<file path="config.mk">
export PLATFORM = sky130hd
export DESIGN_NAME = data_mem_arbiter
export DESIGN_NICKNAME = d
export VERILOG_FILES = /design/src/rtl/data_mem_arbiter.sv
export SDC_FILE = /design/constraint.sdc
export NUM_CORES = 1
export LEC_CHECK = 0
export BUFFER_PORTS_ARGS = -buffer_cell sky130_fd_sc_hd__buf_4
export CAP_MARGIN = 5
export CORE_AREA = 2 2 117 119
export CTS_CLUSTER_SIZE = 40
export DETAILED_ROUTE_END_ITERATION = 8
export DIE_AREA = 0 0 119 121
export SLEW_MARGIN = 20
export SYNTH_ARGS = -nofsm -noshare
export SYNTH_HDL_FRONTEND = slang
export SYNTH_SLANG_ARGS = --single-unit
</file>
<file path="constraint.sdc">
create_clock -name clk_i -period 2.3 [get_ports clk_i]
set_input_delay 0.23 -clock clk_i [delete_from_list [all_inputs] [get_ports clk_i]]
set_output_delay 0.23 -clock clk_i [all_outputs]
set_load 0.05 [all_outputs]
</file>
<file path="src/rtl/data_mem_arbiter.sv">
// Two-port arbiter in front of a single-port data memory (combinational read,
// posedge write). Round-robin on contention, optional locked bursts capped at
// MAX_BURST beats, registered read data with a one-cycle rvalid pulse.
module data_mem_arbiter #(
  parameter int unsigned AW        = 32,
  parameter int unsigned DW        = 32,
  parameter int unsigned MAX_BURST = 4
) (
  input  logic          clk_i,
  input  logic          rst_i,
  input  logic          req0_i,
  input  logic          req1_i,
  input  logic          we0_i,
  input  logic          we1_i,
  input  logic          lock0_i,
  input  logic          lock1_i,
  input  logic [AW-1:0] addr0_i,
  input  logic [AW-1:0] addr1_i,
  input  logic [DW-1:0] wdata0_i,
  input  logic [DW-1:0] wdata1_i,
  output logic          gnt0_o,
  output logic          gnt1_o,
  output logic [DW-1:0] rdata0_o,
  output logic [DW-1:0] rdata1_o,
  output logic          rvalid0_o,
  output logic          rvalid1_o,
  output logic [AW-1:0] mem_addr_o,
  output logic          mem_w_en_o,
  output logic [DW-1:0] mem_data_in_o,
  input  logic [DW-1:0] mem_data_out_i
);

  localparam int unsigned CntW = $clog2(MAX_BURST + 1);
  // A burst continues only while the count before this beat is below MAX_BURST-1.
  localparam logic [CntW-1:0] CapM1 = CntW'(MAX_BURST - 1);

  typedef enum logic [1:0] {StIdle, StOwn0, StOwn1} state_e;

  state_e          state_q, state_d;
  logic            last_q, last_d;
  logic [CntW-1:0] beat_cnt_q, beat_cnt_d;
  logic [DW-1:0]   rdata0_q, rdata0_d, rdata1_q, rdata1_d;
  logic            rvalid0_q, rvalid0_d, rvalid1_q, rvalid1_d;

  logic            gnt_any;
  logic            sel;
  logic            sel_we;
  logic            sel_lock;
  logic [CntW-1:0] base_cnt;
  state_e          own_sel;

  // Port selection: a live owner wins outright, otherwise round-robin on ties.
  always_comb begin
    gnt_any = 1'b0;
    sel     = 1'b0;
    if (state_q == StOwn0 && req0_i) begin
      gnt_any = 1'b1;
      sel     = 1'b0;
    end else if (state_q == StOwn1 && req1_i) begin
      gnt_any = 1'b1;
      sel     = 1'b1;
    end else if (req0_i && req1_i) begin
      gnt_any = 1'b1;
      sel     = ~last_q;
    end else if (req0_i) begin
      gnt_any = 1'b1;
      sel     = 1'b0;
    end else if (req1_i) begin
      gnt_any = 1'b1;
      sel     = 1'b1;
    end
    // A request seen during reset is dropped, never performed.
    if (rst_i) gnt_any = 1'b0;
  end

  assign sel_we        = sel ? we1_i : we0_i;
  assign sel_lock      = sel ? lock1_i : lock0_i;
  assign gnt0_o        = gnt_any & ~sel;
  assign gnt1_o        = gnt_any & sel;
  assign mem_w_en_o    = gnt_any & sel_we;
  assign mem_addr_o    = (gnt_any && sel) ? addr1_i : addr0_i;
  assign mem_data_in_o = (gnt_any && sel) ? wdata1_i : wdata0_i;

  // Next-state: burst tracking, round-robin pointer and read-data capture.
  always_comb begin
    own_sel    = sel ? StOwn1 : StOwn0;
    // A new owner starts counting from zero; only a continuing owner keeps its count.
    base_cnt   = (state_q == own_sel) ? beat_cnt_q : '0;
    state_d    = StIdle;
    beat_cnt_d = '0;
    last_d     = last_q;
    rdata0_d   = rdata0_q;
    rdata1_d   = rdata1_q;
    rvalid0_d  = 1'b0;
    rvalid1_d  = 1'b0;
    if (gnt_any) begin
      last_d = sel;
      if (sel_lock && (base_cnt < CapM1)) begin
        state_d    = own_sel;
        beat_cnt_d = base_cnt + 1'b1;
      end
      if (!sel_we) begin
        if (sel) begin
          rdata1_d  = mem_data_out_i;
          rvalid1_d = 1'b1;
        end else begin
          rdata0_d  = mem_data_out_i;
          rvalid0_d = 1'b1;
        end
      end
    end
  end

  // State registers with synchronous active-high reset; port 0 wins the first tie.
  always_ff @(posedge clk_i) begin
    if (rst_i) begin
      state_q    <= StIdle;
      last_q     <= 1'b1;
      beat_cnt_q <= '0;
      rdata0_q   <= '0;
      rdata1_q   <= '0;
      rvalid0_q  <= 1'b0;
      rvalid1_q  <= 1'b0;
    end else begin
      state_q    <= state_d;
      last_q     <= last_d;
      beat_cnt_q <= beat_cnt_d;
      rdata0_q   <= rdata0_d;
      rdata1_q   <= rdata1_d;
      rvalid0_q  <= rvalid0_d;
      rvalid1_q  <= rvalid1_d;
    end
  end

  assign rdata0_o  = rdata0_q;
  assign rdata1_o  = rdata1_q;
  assign rvalid0_o = rvalid0_q;
  assign rvalid1_o = rvalid1_q;

endmodule
</file>
=== Word level (Yosys, flattened, before mapping) ===
Cells that the tools add are included.

* $add $sub $neg: 1
* $lt $le $gt $ge: 1
* Equality and inequality tests: 3
* Multiplexer cells: 18
* Bitwise logic cells: 8
* Reductions and logical operators: 9

{| class="wikitable"
|+ Operator list
! kind !! number
|-
| 2-to-1 mux 32 bit || 2
|-
| 2-to-1 mux 1 bit || 14
|-
| AND reduction 3 bit || 2
|-
| OR reduction 3 bit || 2
|-
| logical AND 1 bit || 5
|-
| inverter 1 bit || 5
|-
| adder 3 x 1 -> 3 bit (second input constant) || 1
|-
| bitwise AND 1 bit || 3
|-
| < comparator 3 x 2 -> 1 bit (second input constant) || 1
|-
| 2-to-1 mux 3 bit || 1
|-
| equality test 2 x 1 -> 1 bit (second input constant) || 1
|-
| equality test 2 bit || 1
|-
| equality test 2 bit (second input constant) || 1
|-
| 2-to-1 mux 2 bit || 1
|}

* Register bits after elaboration: 72
* Output and inout bits: 133
* Word-level logic and storage cells: 47

=== Logic depth before layout (Yosys ltp) ===
Gate-level depths: netlist (run 1).

* Depth after elaboration: 12
* Mapped depth: 7

=== Least setup slack after synthesis (run 1) ===
OpenSTA, ideal clock, no wires.

* Kind: reg2out
* Start point: register state_q[0]
* End point: output port mem_w_en_o
* Arrival: 1.671 ns
* Data required time: 2.070 ns
* Path slack: 0.399 ns
* Stages on the path, launching flop included: 4
* Buffers on the path: 0
* Cell sequence: dfxtp_1 nor2b_1 o2111a_1 a22o_1

* Cells in the longest elaborated chain, start to end: 6

{| class="wikitable"
|+ Ends and longest elaborated chain
! item !! RTL line !! text
|-
| from (decl) || 39 || <nowiki>state_e state_q, state_d;</nowiki>
|-
| from (signal assigned) || 117 || <nowiki>state_q <= StIdle;</nowiki>
|-
| from (signal assigned) || 125 || <nowiki>state_q <= state_d;</nowiki>
|-
| equality test 2 bit || 59 || <nowiki>end else if (state_q == StOwn1 && req1_i) begin</nowiki>
|-
| logical AND 1 bit || 59 ||
|-
| 2-to-1 mux 1 bit || 59 ||
|-
| 2-to-1 mux 1 bit || 56 || <nowiki>if (state_q == StOwn0 && req0_i) begin</nowiki>
|-
| 2-to-1 mux 1 bit, on equally long branches || 73, 76 ||
|-
| bitwise AND 1 bit * || 80 || <nowiki>assign mem_w_en_o = gnt_any & sel_we;</nowiki>
|-
| to (decl) || 28 || <nowiki>output logic mem_w_en_o,</nowiki>
|}

Mark *: on every way between the ends. The rest lies on a longest branch, timed or not.

=== Final worst setup path (run 1) ===
* Start point: register state_q[0]
* End point: output port mem_data_in_o[0]

* Cells in the longest elaborated chain, start to end: 7

{| class="wikitable"
|+ Ends and longest elaborated chain
! item !! RTL line !! text
|-
| equality test 2 bit || 59 ||
|-
| logical AND 1 bit || 59 ||
|-
| 2-to-1 mux 1 bit || 59 ||
|-
| 2-to-1 mux 1 bit || 56 ||
|-
| 2-to-1 mux 1 bit || 73 || <nowiki>if (rst_i) gnt_any = 1'b0;</nowiki>
|-
| logical AND 1 bit * || 82 || <nowiki>assign mem_data_in_o = (gnt_any && sel) ? wdata1_i : wdata0_i;</nowiki>
|-
| 2-to-1 mux 32 bit * || 82 ||
|-
| to (decl) || 29 || <nowiki>output logic [DW-1:0] mem_data_in_o,</nowiki>
|}

Marked as above.

==> flow_summary.ini, run 1 <==
[floorplanning]
fp-row-count = 42
die_area_um2 = 14400
die_x_um = 119
core_um2 = 13090
start_util_pct = 26.41
io_pins = 301
die_y_um = 121

[route]
routed_via_density = 4.780
drc = 0
wl_per_cell_um = 18.92
ant_nets = 0
drt-initial-drc-count = 244
dr.pass1.iters = 4
num_vias = 4230
finalWirelength_um = 16750

[cts]
cts_tree = built
htree_num_levels = 3
root_buffer = clkbuf_16
cts.sinks = 72
hold_buffers = 0
cts_buffers = 9
cts_buffer_depth = 2
clkLatencyLatePin_ps = 330
clk_pin_slew_ps = 60

[sta]
hold-worst-slack_ps = 117.7
layout_setup_ws_ps = 3.020
clock.fmax_ghz = 0.4354
tightest_slew_ps = 1052
period_minus_slack_ps = 2297
setup_viol = 0
clock_skew_ps = 12.43
final_max_slew_viol_count = 0
max_slew_margin_pct = 29.76
hold_violations = 0
rsz0062_at_grt = true
timing.final.crit_share_pct = 99.87

[layout]
post-route-util_pct = 53.12
area_growth_pct = 101.1
drive_gt1_share_pct = 58.05
layout_commonest_cell = buf_4
layout_common_cells = 246 x buf_4, 96 x nand2_1, 70 x dfxtp_1
finalNetCount = 872
final_cell_area_um2 = 6950

[global_routing]
grt_pass1_vias = 3960
antenna_found_initial = 4
grt_max_degree = 36
grt_pass1_wl_um = 23040
grt_usage_pct = 20.91
overflow = 0

[logic_synthesis]
ys_ff_latch = 72
yosys_warnings = 0
yosysUniqueCellTypes = 27
synthesis.area_um2 = 3456
syn-num-nets = 566
synth-seq-area-share_pct = 41.71
synth_xor_area_share_pct = 0
muxShareOfSynthArea_pct = 20.85
avgSynthCellArea_um2 = 8.705
synthSimpleGateAreaFrac_pct = 18.21
synth_cells = 397
synth_fa_ha_area_share_pct = 0.3621
synth_top_family_by_area = multiplexers
synth_compound_area_share_pct = 14.08

[setup_path]
end_kind = primary output
reg2reg_depth = 9
slowest_stage = mux2_2
r2r_start = state_q[0]$_SDFF_PP0_
cp-startpoint = state_q[0]$_SDFF_PP0_
worstSetupStartpointType = register
worstSetupPathType = register to primary output
max_stage_delay_ps = 350
crit_chain = nor2b_4, a221oi_4, buf_6, buf_8, clkbuf_16, mux2_2, buf_6
cp_common_cell = buf_6
crit_required_ps = 2070
regToRegEndpoint = rdata1_o[6]$_SDFFE_PP0P_
rrSetupSlack_ps = 480
crit_fanout = 6
cp-endpoint = mem_data_in_o[0]
arrival_ps = 2070

[place]
place_ws_ps = 255.6
dp_hpwl_um = 11870
place.gp.congestion = 0.9496
numPortBuffers = 300
place_area_um2 = 5893

[pwr]
p_int_mw = 2.699
power_mw = 4.095
p_leak_nw = 3.289
vdd_drop_max_mv = 0.3779
switching_power_mw = 1.397
combPwrFrac_pct = 37.4
pwr-share-seq_pct = 32.5
power.density_nw_per_um2 = 589.2
p_sw_share_pct = 34.10
pwr-share-clk_pct = 30.1

[min_path]
hp-class = primary input to register

[run]
max_cap_viol_count = 0

[outcome]
status = finished clean
[stage by stage]
step	TNS (ps)	cells
finish	0	885
global placement	0	849
detailed placement	0	849
global route	-1793	884
CTS	-118.3	874
floorplan	0	397
[synthesized netlist by cell type, drive strengths merged]
cell type / number / share of area [%]
a21boi: 1 / 0.22
a21oi: 33 / 4.8
a221o: 1 / 0.29
a221oi: 1 / 0.43
a22o: 1 / 0.25
a22oi: 1 / 0.22
and2: 1 / 0.18
buf: 13 / 2.0
clkbuf: 21 / 2.3
clkinv: 1 / 0.11
dfxtp: 72 / 42
ha: 1 / 0.36
inv: 4 / 0.43
mux2: 64 / 21
nand2: 96 / 10
nand2b: 4 / 0.72
nand3: 32 / 4.6
nand3b: 1 / 0.22
nor2: 5 / 0.54
nor2b: 3 / 0.54
nor3: 2 / 0.29
nor3b: 3 / 0.65
o2111a: 1 / 0.33
o211ai: 33 / 7.2
o21ai: 1 / 0.14
o311ai: 1 / 0.25
[worst min-delay path by stage]
stage                                    from                   endpoint  slack (ps)  cells past startpoint
global route                mem_data_out_i[4]   rdata1_o[4]$_SDFFE_PP0P_         120                      3
CTS                         mem_data_out_i[3]   rdata1_o[3]$_SDFFE_PP0P_         110                      3
finish                      mem_data_out_i[3]   rdata1_o[3]$_SDFFE_PP0P_         120                      3
floorplan                   mem_data_out_i[0]   rdata1_o[0]$_SDFFE_PP0P_         350                      2
global placement    rdata0_o[23]$_SDFFE_PP0P_  rdata0_o[23]$_SDFFE_PP0P_         440                      2
detailed placement  rdata0_o[14]$_SDFFE_PP0P_  rdata0_o[14]$_SDFFE_PP0P_         450                      2
[cell type report]
cell class	instances	area [um^2]
flip-flops and latches	72	1444
clock inverters	3	18.77
fillers	1192	6135
repair buffers	329	3042
inverters	5	18.77
diodes	1	2.502
multi-input cells	286	1964
clock buffers	13	240.2
well taps	176	220.2
[power by group through the flow]
stage                     Combinational [mW]  Clock (mW)  Sequential (mW)
after floorplan                        0.616           0             1.51
after global placement                  1.29           0             1.35
after detailed placement                1.30           0             1.35
after CTS                               1.37        1.27             1.33
after global routing                    1.59        1.31             1.33
final                                   1.53        1.23             1.33
[flip-flops by register name, indices dropped and copies added (netlist names)]
name        flops
state_q         2
rvalid0_o       1
last_q          1
beat_cnt_q      3
rdata0_o       32
rdata1_o       32
rvalid1_o       1
[what timing repair did]
item,CTS,global route
pin swaps,1,2
endpoints found under the setup margin,64,54
resized for setup,27,102
gates cloned,4,8
setup buffers,5,3
[cells by family after synthesis]
logic type | Yosys count
AO/OA/AOI/OAI | 74
buffers and inverters | 39
multiplexers | 64
adder cells (fa/ha/maj) | 1
flip-flops | 72
AND/OR/NAND/NOR | 147
[metal layers]
| metal | track usage (%) | vias up | wire length, um |
|---|---|---|---|
| li1 | - | 2012 | - |
| met4 | 5.432 | 6 | 224 |
| met1 | 25.46 | 1997 | 6462 |
| met5 | 0 | - | 43 |
| met3 | 6.955 | 20 | 1435 |
| met2 | 35.45 | 195 | 8580 |
[worst max-delay path: cells and delay by family, from the launching register on]
family                 cells  cell delay, ps
buffers and inverters      4             600
DFF                        1             320
and+or+nand+nor            1             140
AOI/OAI and AO/OA          1             310
muxes                      1             350
No activity file was read; power rests on OpenSTA's default activity.
==> inputs of run 2 (changes only) <==
PLACE_DENSITY = 0.56   (was unset)
==> flow_summary.ini, run 2 (synthesis results as in run 1) <==
[global_routing]
grt_max_degree = 36
overflow = 0
grt_pass1_vias = 4121
grt_pass1_wl_um = 23610
grt_usage_pct = 21.45
antenna_found_initial = 0

[floorplanning]
die_y_um = 121
start_util_pct = 26.41
fp-row-count = 42
die_area_um2 = 14400
core_um2 = 13090
io_pins = 301
die_x_um = 119

[pwr]
vdd_drop_max_mv = 0.3118
power_mw = 4.159
pwr-share-clk_pct = 34.1
pwr-share-seq_pct = 31.9
power.density_nw_per_um2 = 630.6
combPwrFrac_pct = 34.0
switching_power_mw = 1.407
p_sw_share_pct = 33.82
p_int_mw = 2.752
p_leak_nw = 3.106

[sta]
tightest_slew_ps = 481.2
period_minus_slack_ps = 2265
timing.final.crit_share_pct = 98.47
clock_skew_ps = 10.42
setup_viol = 0
hold-worst-slack_ps = 124.5
final_max_slew_viol_count = 0
hold_violations = 0
max_slew_margin_pct = 67.63
rsz0062_at_grt = true
clock.fmax_ghz = 0.4415
finalSetupTns_ps = 0

[setup_path]
crit_fanout = 10
arrival_ps = 2030
worstSetupStartpointType = register
worstSetupPathType = register to primary output
slowest_stage = mux2_2
crit_chain = nor2b_4, a221oi_4, buf_6, clkbuf_16, mux2_2, buf_6
crit_required_ps = 2070
cp_common_cell = buf_6
max_stage_delay_ps = 350
end_kind = primary output

[cts]
clkLatencyLatePin_ps = 320
cts_buffers = 9
cts_buffer_depth = 2
clk_pin_slew_ps = 60
root_buffer = clkbuf_16
cts_tree = built
cts.sinks = 72
htree_num_levels = 3

[route]
routed_via_density = 4.703
finalWirelength_um = 16680
drc = 0
dr.pass1.iters = 4
ant_nets = 0
wl_per_cell_um = 19.07
drt-initial-drc-count = 202
num_vias = 4115

[layout]
area_growth_pct = 90.88
finalNetCount = 863
post-route-util_pct = 50.41
num_antenna_cells = 0
layout.cells.non_filler = 875
layout_common_cells = 269 x buf_4, 96 x nand2_1, 70 x dfxtp_1
drive_gt1_share_pct = 58.08
layout_commonest_cell = buf_4

[place]
numPortBuffers = 300
dp_hpwl_um = 12620
placedCellCount = 849
place.gp.congestion = 0.9295

[outcome]
status = finished clean

[min_path]
hp-class = primary input to register

[run]
max_cap_viol_count = 0
## run 2: changes by cell type in the layout (fill, tap and decap cells not counted), moves of 3 or more
cell and delta:
buf_4 +23, buf_6 -5, buf_8 -23, clkbuf_1 -4, clkbuf_16 -3, mux2_2 +20, mux2_4 -20
## run 2: power by group through the flow
stage                     clock, mW  sequential (mW)  combinational [mW]
after floorplan                   0             1.51               0.616
after global placement            0             1.35                1.30
after detailed placement          0             1.35                1.31
after CTS                      1.44             1.33                1.34
after global routing           1.49             1.33                1.47
final                          1.42             1.33                1.42
## run 2: repair_timing
action,CTS,global route
pin swaps,1,0
hold buffers,0,0
setup endpoints to repair,64,64
resized for setup,5,50
buffers inserted,2,2
cloned,2,4
## run 2: layer usage
layer / vias to the layer above / GRT usage (%) / wire length (um)
li1: 1980 / - / -
met1: 1949 / 26.69 / 6973
met2: 176 / 37.57 / 8412
met3: 10 / 4.793 / 1126
met4: 0 / 5.357 / 171
met5: - / 0 / 0
## run 2: layout make-up
type | count | area, um^2
Clock inverter | 6 | 67.56
Tap cell | 176 | 220.2
Sequential cell | 72 | 1444
Fill cell | 1265 | 6489
Inverter | 5 | 18.77
Multi-Input combinational cell | 286 | 1889
Clock buffer | 10 | 239.0
Timing Repair Buffer | 320 | 2718
## run 2: worst paths after layout
path                                          startpoint                         to  slack (ps)  cells after the start
worst max-delay path               state_q[0]$_SDFF_PP0_          mem_data_in_o[20]          40                      6
worst min-delay path                  mem_data_out_i[13]  rdata1_o[13]$_SDFFE_PP0P_         120                      3
worst max register to register     state_q[0]$_SDFF_PP0_   rdata1_o[0]$_SDFFE_PP0P_         620                      7
worst min register to register  rdata0_o[0]$_SDFFE_PP0P_   rdata0_o[0]$_SDFFE_PP0P_         450                      2
## run 2: stage by stage
step | worst slack (ps) | cell area, um^2
after CTS | 7.024 | 6314
final | 35.20 | 6596
after global routing | -63.56 | 6596
after floorplan | 399.4 | 3456
after global placement | 214.9 | 5906
after detailed placement | 179.9 | 5906
## run 2: critical path: cells and delay by family (launching register included)
| kind | cells | cell delay [ps] |
|---|---|---|
| compound gates | 1 | 290 |
| buf+inv | 3 | 590 |
| flops | 1 | 330 |
| mux | 1 | 350 |
| simple gates | 1 | 140 |
==> inputs of run 3 (changes only) <==
ABC_AREA = 1   (was unset)
PLACE_DENSITY = 0.59   (was 0.56)
==> flow_summary.ini, run 3 <==
[setup_path]
arrival_ps = 1900
end_kind = primary output
worstSetupStartpointType = register
max_stage_delay_ps = 370
cp_common_cell = nand2_1
cp_num_buf_inv = 4
crit_required_ps = 2070
cp_top_family = buffers and inverters
worstSetupPathType = register to primary output
slowest_stage = dfxtp_1
crit_fanout = 38
crit_chain = inv_1, a21oi_1, nand2_1, nand2_2, nand2_2, clkinv_2, buf_12, nand2_1, nand2_1, buf_4

[sta]
max_slew_margin_pct = 68.76
setup_viol = 0
finalSetupTns_ps = 0
rsz0062_at_grt = false
period_minus_slack_ps = 2133
clock.fmax_ghz = 0.4687
hold_violations = 0
timing.final.crit_share_pct = 92.75
tightest_slew_ps = 468.0
final_max_slew_viol_count = 0
clock_skew_ps = 10.31
layout_setup_ws_ps = 166.7

[logic_synthesis]
synth_common_cells = 333 x nand2_1, 137 x nor2_1, 77 x inv_1
synth_top_family_by_area = simple AND/OR/NAND/NOR gates
yosysMostFrequentCell = nand2_1
synthSimpleGateAreaFrac_pct = 48.50
synth_top_area_share_pct = 37.91
synth_compound_area_share_pct = 0.4278
synthesis.area_um2 = 3802
avgSynthCellArea_um2 = 5.667
synth-edff-count = 0
synth-seq-area-share_pct = 37.91
ys_top_cells_by_area = dfxtp_1 38%, nand2_1 33%, nor2_1 14%, inv_1 7.6%, buf_2 2.0%
yosysTopAreaCell = dfxtp_1
syn-num-nets = 840
synth-async-reset-ratio_pct = 0
synth_fa_ha_area_share_pct = 0.3291
yosysUniqueCellTypes = 18
muxShareOfSynthArea_pct = 0
synth_xor_area_share_pct = 0
yosys_warnings = 0
synth_cells = 671
ys.flop_type = dfxtp_1
ys_ff_latch = 72

[route]
drt-initial-drc-count = 273
dr.pass1.iters = 4
wl_per_cell_um = 12.55
ant_nets = 0
finalWirelength_um = 14240
routed_via_density = 4.111
drc = 0
num_vias = 4666

[floorplanning]
start_util_pct = 29.06
io_pins = 301
die_area_um2 = 14400
die_x_um = 119
fp-row-count = 42
core_um2 = 13090
die_y_um = 121

[layout]
finalNetCount = 1123
num_antenna_cells = 0
area_growth_pct = 71.44
drive_gt1_share_pct = 34.41
final_cell_area_um2 = 6519
layout_common_cells = 333 x nand2_1, 300 x buf_4, 137 x nor2_1
layout_commonest_cell = nand2_1
layout.cells.non_filler = 1135
post-route-util_pct = 49.82

[global_routing]
grt_usage_pct = 19.08
grt_pass1_wl_um = 21960
grt_pass1_vias = 4134
overflow = 0
antenna_found_initial = 0
grt_max_degree = 67

[place]
place_area_um2 = 6196
placedCellCount = 1119
numPortBuffers = 300
place_ws_ps = 424.5
place.gp.congestion = 0.9081
dp_hpwl_um = 11000

[pwr]
combPwrFrac_pct = 35.0
pwr-share-seq_pct = 31.3
p_int_mw = 2.767
power.density_nw_per_um2 = 661.6
p_leak_nw = 3.906
pwr-share-clk_pct = 33.7
switching_power_mw = 1.546
vdd_drop_max_mv = 0.4504
p_sw_share_pct = 35.84

[cts]
root_buffer = clkbuf_16
cts.sinks = 72
cts_setup_buffers = 0
htree_num_levels = 3
cts_buffers = 9
clkLatencyLatePin_ps = 330
cts_tree = built
clk_pin_slew_ps = 60
cts_buffer_depth = 2

[min_path]
hp-class = primary input to register

[run]
max_cap_viol_count = 0

[outcome]
status = finished clean
## run 3: layout make-up
cell class / instances / area, um^2
Fill cell: 1348 / 6566
Timing Repair Buffer: 306 / 2364
Multi-Input combinational cell: 486 / 1878
Sequential cell: 72 / 1441
Inverter: 79 / 297.8
Clock buffer: 12 / 266.5
Tap cell: 176 / 220.2
Clock inverter: 4 / 51.30
## run 3: tightest hold or removal path, cell delays in order
cell and delay, ps:
buf_4 80, nor2_1 30, nor2_1 80
## run 3: final timing paths
check,slack (ps),cells after the start,startpoint,end
worst min register to register,510,4,rdata0_o[28]$_SDFFE_PP0P_,rdata0_o[28]$_SDFFE_PP0P_
worst min-delay path,130,3,mem_data_out_i[0],rdata1_o[0]$_SDFFE_PP0P_
worst max-delay path,170,10,state_q[1]$_SDFF_PP0_,mem_addr_o[9]
worst max register to register,600,9,state_q[1]$_SDFF_PP0_,rdata1_o[30]$_SDFFE_PP0P_
## run 3: metal layers
layer	global-route usage (%)	routed length, um	vias up
met1	22.59	5823	1957
met5	0	0	-
met4	7.961	431	0
li1	-	-	2494
met3	6.344	1276	27
met2	31.72	6713	188
## run 3: kinds of logic after synthesis
family                     Yosys count
DFF                                 72
buffers and inverters              113
AOI/OAI and AO/OA                    3
and+or+nand+nor                    482
adders and majority gates            1
## run 3: repair_timing
action,in CTS,in global routing
hold buffers,0,0
endpoints found under the setup margin,0,37
resized for setup,0,2
hold endpoints to repair,0,0
## run 3: power by group through the flow
stage / clock [mW] / sequential (mW) / combinational (mW)
after detailed placement: 0 / 1.38 / 1.51
after floorplan: 0 / 1.59 / 0.717
after CTS: 1.50 / 1.35 / 1.52
final: 1.45 / 1.35 / 1.51
after global placement: 0 / 1.38 / 1.52
after global routing: 1.56 / 1.36 / 1.61
## run 3: per-stage QoR
stage | power [mW] | hold WS [ps]
after floorplan | 2.312 | 326.8
after global placement | 2.895 | 463.9
after detailed placement | 2.893 | 467.2
after CTS | 4.375 | 118.5
after global routing | 4.527 | 128.6
final | 4.313 | 129.3
